===== src/rtl/cache_arbiter.sv =====
// Two-port round-robin arbiter sharing one physical memory port between the
// I-cache (read only) and the D-cache (read/writeback).
//
// state   | meaning
// IDLE    | no transaction in flight; arbitrate pending requests
// SERVE_I | I-cache line read issued to memory, waiting for pmem_resp
// SERVE_D | D-cache read or writeback issued to memory, waiting for pmem_resp
module cache_arbiter #(
  parameter int LINE_W = 256
) (
  input  logic              clk,
  input  logic              rst,

  input  logic              i_pmem_read,
  input  logic [31:0]       i_pmem_address,
  output logic              i_pmem_resp,
  output logic [LINE_W-1:0] i_pmem_rdata,

  input  logic              d_pmem_read,
  input  logic              d_pmem_write,
  input  logic [31:0]       d_pmem_address,
  input  logic [LINE_W-1:0] d_pmem_wdata,
  output logic              d_pmem_resp,
  output logic [LINE_W-1:0] d_pmem_rdata,

  output logic              pmem_read,
  output logic              pmem_write,
  output logic [31:0]       pmem_address,
  output logic [LINE_W-1:0] pmem_wdata,
  input  logic              pmem_resp,
  input  logic [LINE_W-1:0] pmem_rdata
);

  localparam logic [1:0] IDLE    = 2'd0;
  localparam logic [1:0] SERVE_I = 2'd1;
  localparam logic [1:0] SERVE_D = 2'd2;

  logic [1:0]        state;
  logic [1:0]        state_nxt;
  logic              last_grant;
  logic [31:0]       lat_addr;
  logic [LINE_W-1:0] lat_wdata;
  logic              lat_write;

  logic i_req;
  logic d_req;
  logic grant_d;
  logic serving;

  assign i_req = i_pmem_read;
  assign d_req = d_pmem_read | d_pmem_write;

  // On contention the side that did not win last time gets the port.
  assign grant_d = (i_req & d_req) ? ~last_grant : d_req;

  always_comb begin
    state_nxt = state;
    case (state)
      IDLE: begin
        if (i_req | d_req) state_nxt = grant_d ? SERVE_D : SERVE_I;
      end
      SERVE_I, SERVE_D: begin
        if (pmem_resp) state_nxt = IDLE;
      end
      default: state_nxt = IDLE;
    endcase
  end

  always_ff @(posedge clk or posedge rst) begin
    if (rst) begin
      state      <= IDLE;
      last_grant <= 1'b1;
      lat_addr   <= '0;
      lat_wdata  <= '0;
      lat_write  <= 1'b0;
    end else begin
      state <= state_nxt;
      if (state == IDLE && (i_req | d_req)) begin
        last_grant <= grant_d;
        lat_addr   <= grant_d ? d_pmem_address : i_pmem_address;
        // A simultaneous D read+write strobe is a writeback.
        lat_write  <= grant_d & d_pmem_write;
        if (grant_d & d_pmem_write) lat_wdata <= d_pmem_wdata;
      end
    end
  end

  assign serving      = (state == SERVE_I) | (state == SERVE_D);
  assign pmem_read    = serving & ~lat_write;
  assign pmem_write   = serving & lat_write;
  assign pmem_address = lat_addr;
  assign pmem_wdata   = lat_wdata;

  assign i_pmem_resp  = (state == SERVE_I) & pmem_resp;
  assign d_pmem_resp  = (state == SERVE_D) & pmem_resp;
  assign i_pmem_rdata = pmem_rdata;
  assign d_pmem_rdata = pmem_rdata;

endmodule


===== config.mk =====
export PLATFORM = sky130hd
export DESIGN_NAME = cache_arbiter
export DESIGN_NICKNAME = d
export VERILOG_FILES = /design/src/rtl/cache_arbiter.sv
export SDC_FILE = /design/constraint.sdc
export NUM_CORES = 1
export LEC_CHECK = 0
export ABC_AREA = 1
export ABC_CLOCK_PERIOD_IN_PS = 19650
export BUFFER_PORTS_ARGS = -buffer_cell sky130_fd_sc_hd__buf_2
export CAP_MARGIN = 20
export CORE_AREA = 2 2 542 544
export DETAILED_ROUTE_END_ITERATION = 8
export DIE_AREA = 0 0 544 546
export PLACE_DENSITY_LB_ADDON = 0.05
export SLEW_MARGIN = 20
export SYNTH_ARGS = -nofsm -noshare
export SYNTH_HDL_FRONTEND = slang
export SYNTH_SLANG_ARGS = --single-unit

===== constraint.sdc =====
create_clock -name clk -period 19.65 [get_ports clk]
set_input_delay 3.93 -clock clk [delete_from_list [all_inputs] [get_ports clk]]
set_output_delay 3.93 -clock clk [all_outputs]
set_load 0.005 [all_outputs]

# After elaboration in Yosys (flattened, before gate mapping)
# Cells that the tools add are included.
[word_totals]
register_bits = 292
in_bits = 582
[op_classes]
eq_ne = 4
mux = 6
bitwise_logic = 11
reduce_logical = 5
[op_table]
columns = ["op", "n"]
rows = [
  ["32-bit 2-to-1 mux", 1],
  ["1-bit AND", 6],
  ["2-bit 2-to-1 mux", 3],
  ["2-bit case mux with 2 select lines", 1],
  ["2-bit AND reduction", 2],
  ["1-bit OR", 3],
  ["2-bit by 1-bit equality test with 1-bit output (second input constant)", 1],
  ["2-bit equality test (second input constant)", 1],
  ["2-bit zero test", 1],
  ["2-bit by 1-bit inequality test with 1-bit output (second input constant)", 1],
  ["2-bit inequality test (second input constant)", 1],
  ["1-bit NOT", 2],
  ["2-bit OR reduction", 1],
  ["1-bit logical AND", 1],
  ["1-bit 2-to-1 mux", 1],
]

# Longest topological paths before layout
# Gate-level depths: netlist of run 1.
[logic_depth]
depth_word = 6
ltp_mapped = 8
depth_no_buf = 6

# Worst setup path before layout of run 1
# Ideal clock, no wire load.
[synth_timing]
path_type = "input port to output port"
from = "input port pmem_rdata[0]"
to = "output port d_pmem_rdata[0]"
t_arrival_ns = 4.041
required_ns = 15.720
path_slack_ns = 11.679
path_stages = 1
n_path_buf = 1
path_cell_list = "buf_4"
[synth_rtl]
columns = ["element", "line_no", "source"]
rows = [
  ["from (decl)", "31", "input logic [LINE_W-1:0] pmem_rdata"],
  ["to (decl)", "24", "output logic [LINE_W-1:0] d_pmem_rdata,"],
]
# No word-level cell between the ends.

# Worst setup path after layout of run 1
[layout_timing]
from = "input port pmem_resp"
to = "output port d_pmem_resp"
[layout_between]
elab_chain_len = 1
[layout_lines]
columns = ["element", "line_no", "source"]
rows = [
  ["from (decl)", "30", "input logic pmem_resp,"],
  ["1-bit AND", "95", "assign d_pmem_resp = (state == SERVE_D) & pmem_resp;"],
  ["to (decl)", "23", "output logic d_pmem_resp,"],
]
# No other way between the ends.

==> results of run 1 <==
==> through the flow <==
| stage | cell area, µm² | setup slack, ps | power (mW) | std cells | hold slack, ps |
|---|---|---|---|---|---|
| 2_1_floorplan | 16300 | 7660 | 1.68 | 1967 | 464 |
| 3_3_place_gp | 20200 | 11370 | 2.56 | 5890 | 451 |
| 3_5_place_dp | 20200 | 11350 | 2.53 | 5890 | 454 |
| 4_1_cts | 22000 | 11390 | 3.58 | 5983 | 467 |
| 5_1_grt | 22000 | 11350 | 3.73 | 5983 | 488 |
| 6_report | 22000 | 11390 | 3.39 | 5990 | 463 |
==> cell usage in the layout, fill, tap and decap left out, drive strengths merged <==
master  Yosys  routed
ha          3       3
a21oi       2       2
clkbuf     71      74
nor2        3       3
inv        77      78
buf       569     644
diode       0       7
dfrtp     291     291
o21ai       2       2
clkinv      0      15
dfstp       1       1
bufinv      0       3
nand2     624     624
nand3      67      67
nand4     257     257
==> per-layer routing <==
metal / part of all wire / track usage / vias to the layer above / wire, µm
li1: - / - / 6002 / -
met5: 0.0015 / 0.00146 / - / 178
met1: 0.36 / 0.0793 / 6485 / 42500
met3: 0.12 / 0.0409 / 400 / 14400
met2: 0.45 / 0.124 / 878 / 53300
met4: 0.064 / 0.0437 / 26 / 7520
==> flip-flops by register name (all words and copies together), names as in the netlist <==
signal,flops
pmem_wdata,256
lat_write,1
pmem_address,32
state,2
last_grant,1
==> worst max-delay path: stages <==
cell,delay [ps]
buf_2,120
nand2_1,90
inv_1,50
buf_2,130
==> worst max path at each step <==
| stage | start | cells past startpoint | endpoint | slack [ps] |
|---|---|---|---|---|
| floorplan | rst | 1 | lat_write | 7660 |
| global placement | d_pmem_read | 9 | pmem_wdata[179] | 11370 |
| detailed placement | d_pmem_read | 9 | pmem_wdata[179] | 11350 |
| CTS | pmem_resp | 4 | d_pmem_resp | 11390 |
| global route | pmem_resp | 4 | d_pmem_resp | 11350 |
| finish | pmem_resp | 4 | d_pmem_resp | 11390 |
==> cells in the mapped netlist <==
library cell / n
nand2_2: 1
a21oi_2: 1
nor2_1: 2
nor2_2: 1
o21ai_1: 1
inv_1: 76
dfrtp_1: 291
nand3_1: 67
clkbuf_1: 71
ha_1: 3
buf_4: 512
nand4_1: 257
dfstp_2: 1
inv_2: 1
a21oi_1: 1
buf_2: 42
o21ai_0: 1
buf_1: 15
nand2_1: 623
==> area by class of cell <==
cell class / instances / area [µm²] / area share
repair buffers: 644 / 3300 / 0.150
well taps: 3919 / 4900 / 0.223
clock buffers: 74 / 1490 / 0.0679
diodes: 7 / 17.5 / 0.000797
flip-flops and latches: 292 / 7310 / 0.332
inverters: 77 / 297 / 0.0135
clock inverters: 19 / 235 / 0.0107
multi-input cells: 958 / 4430 / 0.202
==> power groups by stage <==
stage | Sequential, mW | Clock (mW) | Combinational (mW)
CTS | 1.08 | 1.06 | 1.45
detailed placement | 1.08 | 0 | 1.45
global route | 1.11 | 1.06 | 1.55
floorplan | 1.07 | 0 | 0.608
global placement | 1.09 | 0 | 1.47
finish | 1.07 | 0.977 | 1.35
==> kinds of logic (layout without fill, tap and decap cells) <==
group | Yosys count | after routing | synth area share
compound gates | 4 | 4 | 0.00145
fa+ha+maj | 3 | 3 | 0.00230
buf+inv | 717 | 814 | 0.286
flops | 292 | 292 | 0.447
other cells | 0 | 7 | 0
simple gates | 951 | 951 | 0.263
==> metrics.md, run 1 <==
| Metric | Value |
|---|---|
| Status | complete, no violations |
| Worst rel slew slack | 0.305 |
| Clk pwr share | 0.288 |
| Hpwl dp | 91500 µm |
| Clock Sinks | 292 |
| Hold_buf cts | 0 |
| Postcts setup bufs | 0 |
| Die Wd | 544 µm |
| Pre-antenna DRT Iters | 4 |
| I/O Buffers | 617 |
| DRT antenna net count | 0 |
| Crit Path Category | input pin to output port |
| DRT iter0 DRCs | 638 |
| Number of remaining DRC errors | 0 |
| R2R Path End | pmem_wdata[179] |
| Final Net Count | 2610 |
| Post-synth cell types | 19 |
| Net Sw Power | 1.52 mW |
| Filler instances | 34351 |
| Slew Limit Fails | 0 |
| PwrDens | 154 nW/µm² |
| Area of the die | 297000 µm² |
| # setup viols final | 0 |
| Top cells by area, synth | dfrtp_1 45%, buf_4 24%, nand2_1 14% |
| Area share of the largest cell type after synthesis | 0.446 |
| CTS clock-pin slew for the worst setup and hold paths | 50 ps |
| Worst-Margin Slew | 1040 ps |
| Seq pwr share | 0.314 |
| Rows | 199 |
| Worst vdd ir | 0.0000758 V |
| Post-synthesis cell count | 1967 |
| Synthesized Nets | 2552 |
| Crit path required time | 15720 ps |
| # IOs | 1386 |
| Worst hold path type | register to register |
| Area of the mapped netlist | 16300 µm² |
| HP Start | pmem_wdata[221] |
| Max FO, Critical Path | 3 |
| Origin of the critical flop-to-flop path | state[1] |
| Syn Area/Cell | 8.31 µm² |
| RSZ-0062 raised after global routing | false |
| Combinational Power Share | 0.398 |
| WHS Endpoint | pmem_wdata[221] |
| Sum Neg Setup Slack | 0 ps |
| Clock root cell | clkbuf_16 |
| R2R Setup Slk | 15820 ps |
| CP startpoint kind | input pin |
| First-pass GRT wire length | 155000 µm |
| Fmax | 121 MHz |
| Htree depth | 2 |
| Ys Warns | 0 |
| Cts repair resizes | 0 |
| Die Ht | 546 µm |
| Core area | 292000 µm² |
| Clock Skew | 60.3 ps |
| #FFs+latches synth | 292 |
| Leakage | 10.2 nW |
| Hold-critical path depth | 2 |
| Final period utilization | 0.420 |
| Global route overflow | 0 |
| Final hold viol count | 0 |
| Initial Util | 0.0559 |
| GP Congestion | 0.684 |
| Register area share after synthesis | 0.447 |
| Internal power | 1.87 mW |
| Util after Layout | 0.0753 |
| GRT Util Overall | 0.0770 |
| Share of layout cells above drive strength 1 | 0.357 |
| Via count | 13791 |
| Post-synth top area cell | dfrtp_1 |
| CTS buffer count | 52 |
| Clk_lat worst skew | 720 ps |
| Initial antenna violation count | 55 |
| Clk buf depth | 3 |
| Arrival time worst endpoint | 4330 ps |
| Max-Cap Viols | 0 |
| CP Capture Type | output port |
| Sw Share | 0.449 |
| WL per Instance | 19.7 µm |
| Area growth, synth to finish | 34.6% |
| Via density per instance | 2.30 |
| Reg2reg path depth | 8 |
| CTS tree | yes |
| DRT Wirelength | 118000 µm |
| Vias in the first global route | 15076 |
| Pin count of the biggest net entering global routing | 93 |
| Minimum clock period | 8260 ps |
(Power assumes the default switching activity.)
==> inputs of run 2 (changes only) <==
Settings changed: ABC_AREA 1 to 0, ABC_CLOCK_PERIOD_IN_PS 19650 to 6600, CORE_AREA 2 2 542 544 to 2 2 540 542, DIE_AREA 0 0 544 546 to 0 0 542 544.
Clock period 19.65 ns to 6.6 ns, I/O delays scaled along.
==> metrics.md, run 2 <==
| Metric | Value |
|---|---|
| Post-synthesis cell count | 1221 (was 1967) |
| Area of the mapped netlist | 16100 µm² (was 16300 µm²) |
| Die Wd | 542 µm (was 544 µm) |
| Number of placed instances, taps included | 5099 (was 5890) |
| Clock root cell | clkbuf_16 (unchanged) |
| CTS tree | yes (unchanged) |
| Max FO, Critical Path | 4 (was 3) |
| Share of layout cells above drive strength 1 | 0.673 (was 0.357) |
| Max-Cap Viols | 0 (unchanged) |
| CP cell instances | inv_1, ha_1, and2_1, buf_2 (was buf_2, nand2_1, inv_1, buf_2) |
| Hpwl dp | 65900 µm (was 91500 µm) |
| Ys Warns | 0 (unchanged) |
| Commonest cells after routing, fill and taps aside | 617 x buf_2, 291 x dfrtp_1, 200 x mux2_4 (was 623 x nand2_1, 617 x buf_2, 291 x dfrtp_1) |
| Util after Layout | 0.0742 (was 0.0753) |
| CP startpoint kind | register (was input pin) |
| Rows | 198 (was 199) |
| Pin count of the biggest net entering global routing | 111 (was 93) |
| PnR worst setup slack | 3280 ps (was 11390 ps) |
| Top cells by area, synth | dfrtp_1 45%, buf_4 24%, mux2_4 19% (was dfrtp_1 45%, buf_4 24%, nand2_1 14%) |
| Clock Skew | 46.3 ps (was 60.3 ps) |
| GRT Util Overall | 0.0544 (was 0.0770) |
| Area taken by multi-input logic gates | 4440 µm² (was 4430 µm²) |
| Register Area | 7310 µm² (unchanged) |
| CP Capture Type | output port (unchanged) |
| Final period utilization | 0.504 |
| CP max-delay cell | dfrtp_1 (was buf_2) |
| Via density per instance | 1.79 (was 2.30) |
| Global route overflow | 0 (unchanged) |
| Cell family with the largest share of critical-path delay | flip-flops (was buffers and inverters) |
| # setup viols final | 0 (unchanged) |
| Postcts setup bufs | 0 (unchanged) |
| Number of remaining DRC errors | 0 (unchanged) |
| Syn Area/Cell | 13.2 µm² (was 8.31 µm²) |
| Initial Util | 0.0558 (was 0.0559) |
| Synthesized Nets | 1806 (was 2552) |
| Worst rel slew slack | 0.356 (was 0.305) |
| Max reg flops | 256 (unchanged) |
| Minimum clock period | 3320 ps |
| Hold_buf cts | 0 (unchanged) |
| Crit path required time | 5280 ps (was 15720 ps) |
| PwrDens | 465 nW/µm² (was 154 nW/µm²) |
| Ys async rst share | 1.00 (unchanged) |
| Leading cell type in the layout, fill and taps excluded | buf_2 (was nand2_1) |
| Arrival time worst endpoint | 2000 ps (was 4330 ps) |
| Most common cell in the synthesized netlist | buf_4 (was nand2_1) |
| Initial antenna violation count | 74 (was 55) |
| Leakage | 8.84 nW (was 10.2 nW) |
| Fmax | 301 MHz |
| Vias in the first global route | 10031 (was 15076) |
| Clk buf depth | 3 (unchanged) |
| Pre-antenna DRT Iters | 4 (unchanged) |
| DRT antenna net count | 0 (unchanged) |
| Final hold viol count | 0 (unchanged) |
| Htree depth | 2 (unchanged) |
| Core area | 289000 µm² (was 292000 µm²) |
| Clk_lat worst skew | 690 ps (was 720 ps) |
| Post-synth EDFFs | 0 (unchanged) |
| Predominant post-synthesis flop cell | dfrtp_1 (unchanged) |
| Slew Limit Fails | 0 (unchanged) |
| Buf+Inv Stages, Crit Path | 2 (was 3) |
| Status | complete, no violations (unchanged) |
| CTS buffer count | 52 (unchanged) |
| DRT iter0 DRCs | 300 (was 638) |
| Cts repair resizes | 0 (unchanged) |
| Top cells by count, synth | 516 x buf_4, 291 x dfrtp_1, 200 x mux2_4 (was 623 x nand2_1, 512 x buf_4, 291 x dfrtp_1) |
| Post-Layout Cell Count | 5205 (was 5990) |
| GP Congestion | 0.648 (was 0.684) |
| Clock Sinks | 292 (unchanged) |
| Post-synth cell types | 28 (was 19) |
| Register area share after synthesis | 0.453 (was 0.447) |
| Sum Neg Setup Slack | 0 ps (unchanged) |
| WL per Instance | 16.0 µm (was 19.7 µm) |
| I/O Buffers | 617 (unchanged) |
| Setup WS pre-CTS | 3020 ps (was 11350 ps) |
| Post-synth top area cell | dfrtp_1 (unchanged) |
| Filler instances | 33737 (was 34351) |
| #FFs+latches synth | 292 (unchanged) |
| DRT Wirelength | 83500 µm (was 118000 µm) |
| Worst hold path type | register to register (unchanged) |
| RSZ-0062 raised after global routing | false (unchanged) |
| Final Net Count | 1939 (was 2610) |
| Worst-Margin Slew | 966 ps (was 1040 ps) |
| Worst vdd ir | 0.000218 V (was 0.0000758 V) |
| Area of the die | 295000 µm² (was 297000 µm²) |
| Via count | 9320 (was 13791) |
| # IOs | 1386 (unchanged) |
| First-pass GRT wire length | 106000 µm (was 155000 µm) |
| Area growth, synth to finish | 33.0% (was 34.6%) |
| CTS clock-pin slew for the worst setup and hold paths | 60 ps (was 50 ps) |
| CP peak stage delay | 370 ps (was 130 ps) |
| Area share of the largest cell type after synthesis | 0.451 (was 0.446) |
| Die Ht | 544 µm (was 546 µm) |
| Crit Path Category | register to output port (was input pin to output port) |
==> run 2: through the flow <==
step	hold slack, ps	area, µm²	total power, mW
finish	478	21500	9.98
global route	501	21400	10.8
CTS	484	21400	10.5
detailed placement	469	19800	7.49
global placement	469	19800	7.52
floorplan	464	16100	5.66
==> run 2: area by class of cell <==
type	count	area share
well taps	3800	0.221
multi-input cells	374	0.207
clock buffers	76	0.0690
inverters	4	0.000874
clock inverters	9	0.00705
flip-flops and latches	292	0.340
diodes	20	0.00233
repair buffers	630	0.152
==> run 2: worst paths after layout <==
check / start / end / slack, ps / cells after the start
max: state[0] / pmem_write / 3280 / 4
min: pmem_address[0] / pmem_address[0] / 480 / 2
max reg2reg: state[0] / pmem_wdata[100] / 3690 / 6
min reg2reg: pmem_address[0] / pmem_address[0] / 480 / 2
max in group asynchronous: rst / pmem_wdata[77] / 4370 / 3
min in group asynchronous: rst / pmem_wdata[28] / 840 / 2
==> run 2: worst register-to-register path: cells and delay by family, from the launching register on <==
| family | cells | cell delay [ps] |
|---|---|---|
| adder cells (fa/ha/maj) | 1 | 340 |
| AO/OA/AOI/OAI | 1 | 620 |
| AND/OR/NAND/NOR | 1 | 150 |
| multiplexers | 1 | 630 |
| buffers and inverters | 2 | 650 |
| flip-flops | 1 | 390 |
==> run 2: per-layer routing <==
layer	GRT usage	vias to the layer above	part of all wire
li1	-	3824	-
met1	0.0576	4278	0.37
met2	0.0755	931	0.40
met3	0.0472	239	0.18
met4	0.0221	48	0.038
met5	0.00714	-	0.0067
==> run 2: cells by family after synthesis <==
family / Yosys count / share of synthesized area
buf+inv: 555 / 0.274
flops: 292 / 0.453
mux: 288 / 0.245
simple gates: 43 / 0.0114
compound gates: 40 / 0.0141
fa+ha+maj: 3 / 0.00233
==> run 2: report_power, final <==
group	total, mW	internal (mW)	switching (mW)
clock	2.75	1.62	1.13
combinational	4.00	2.07	1.93
sequential	3.23	2.73	0.504
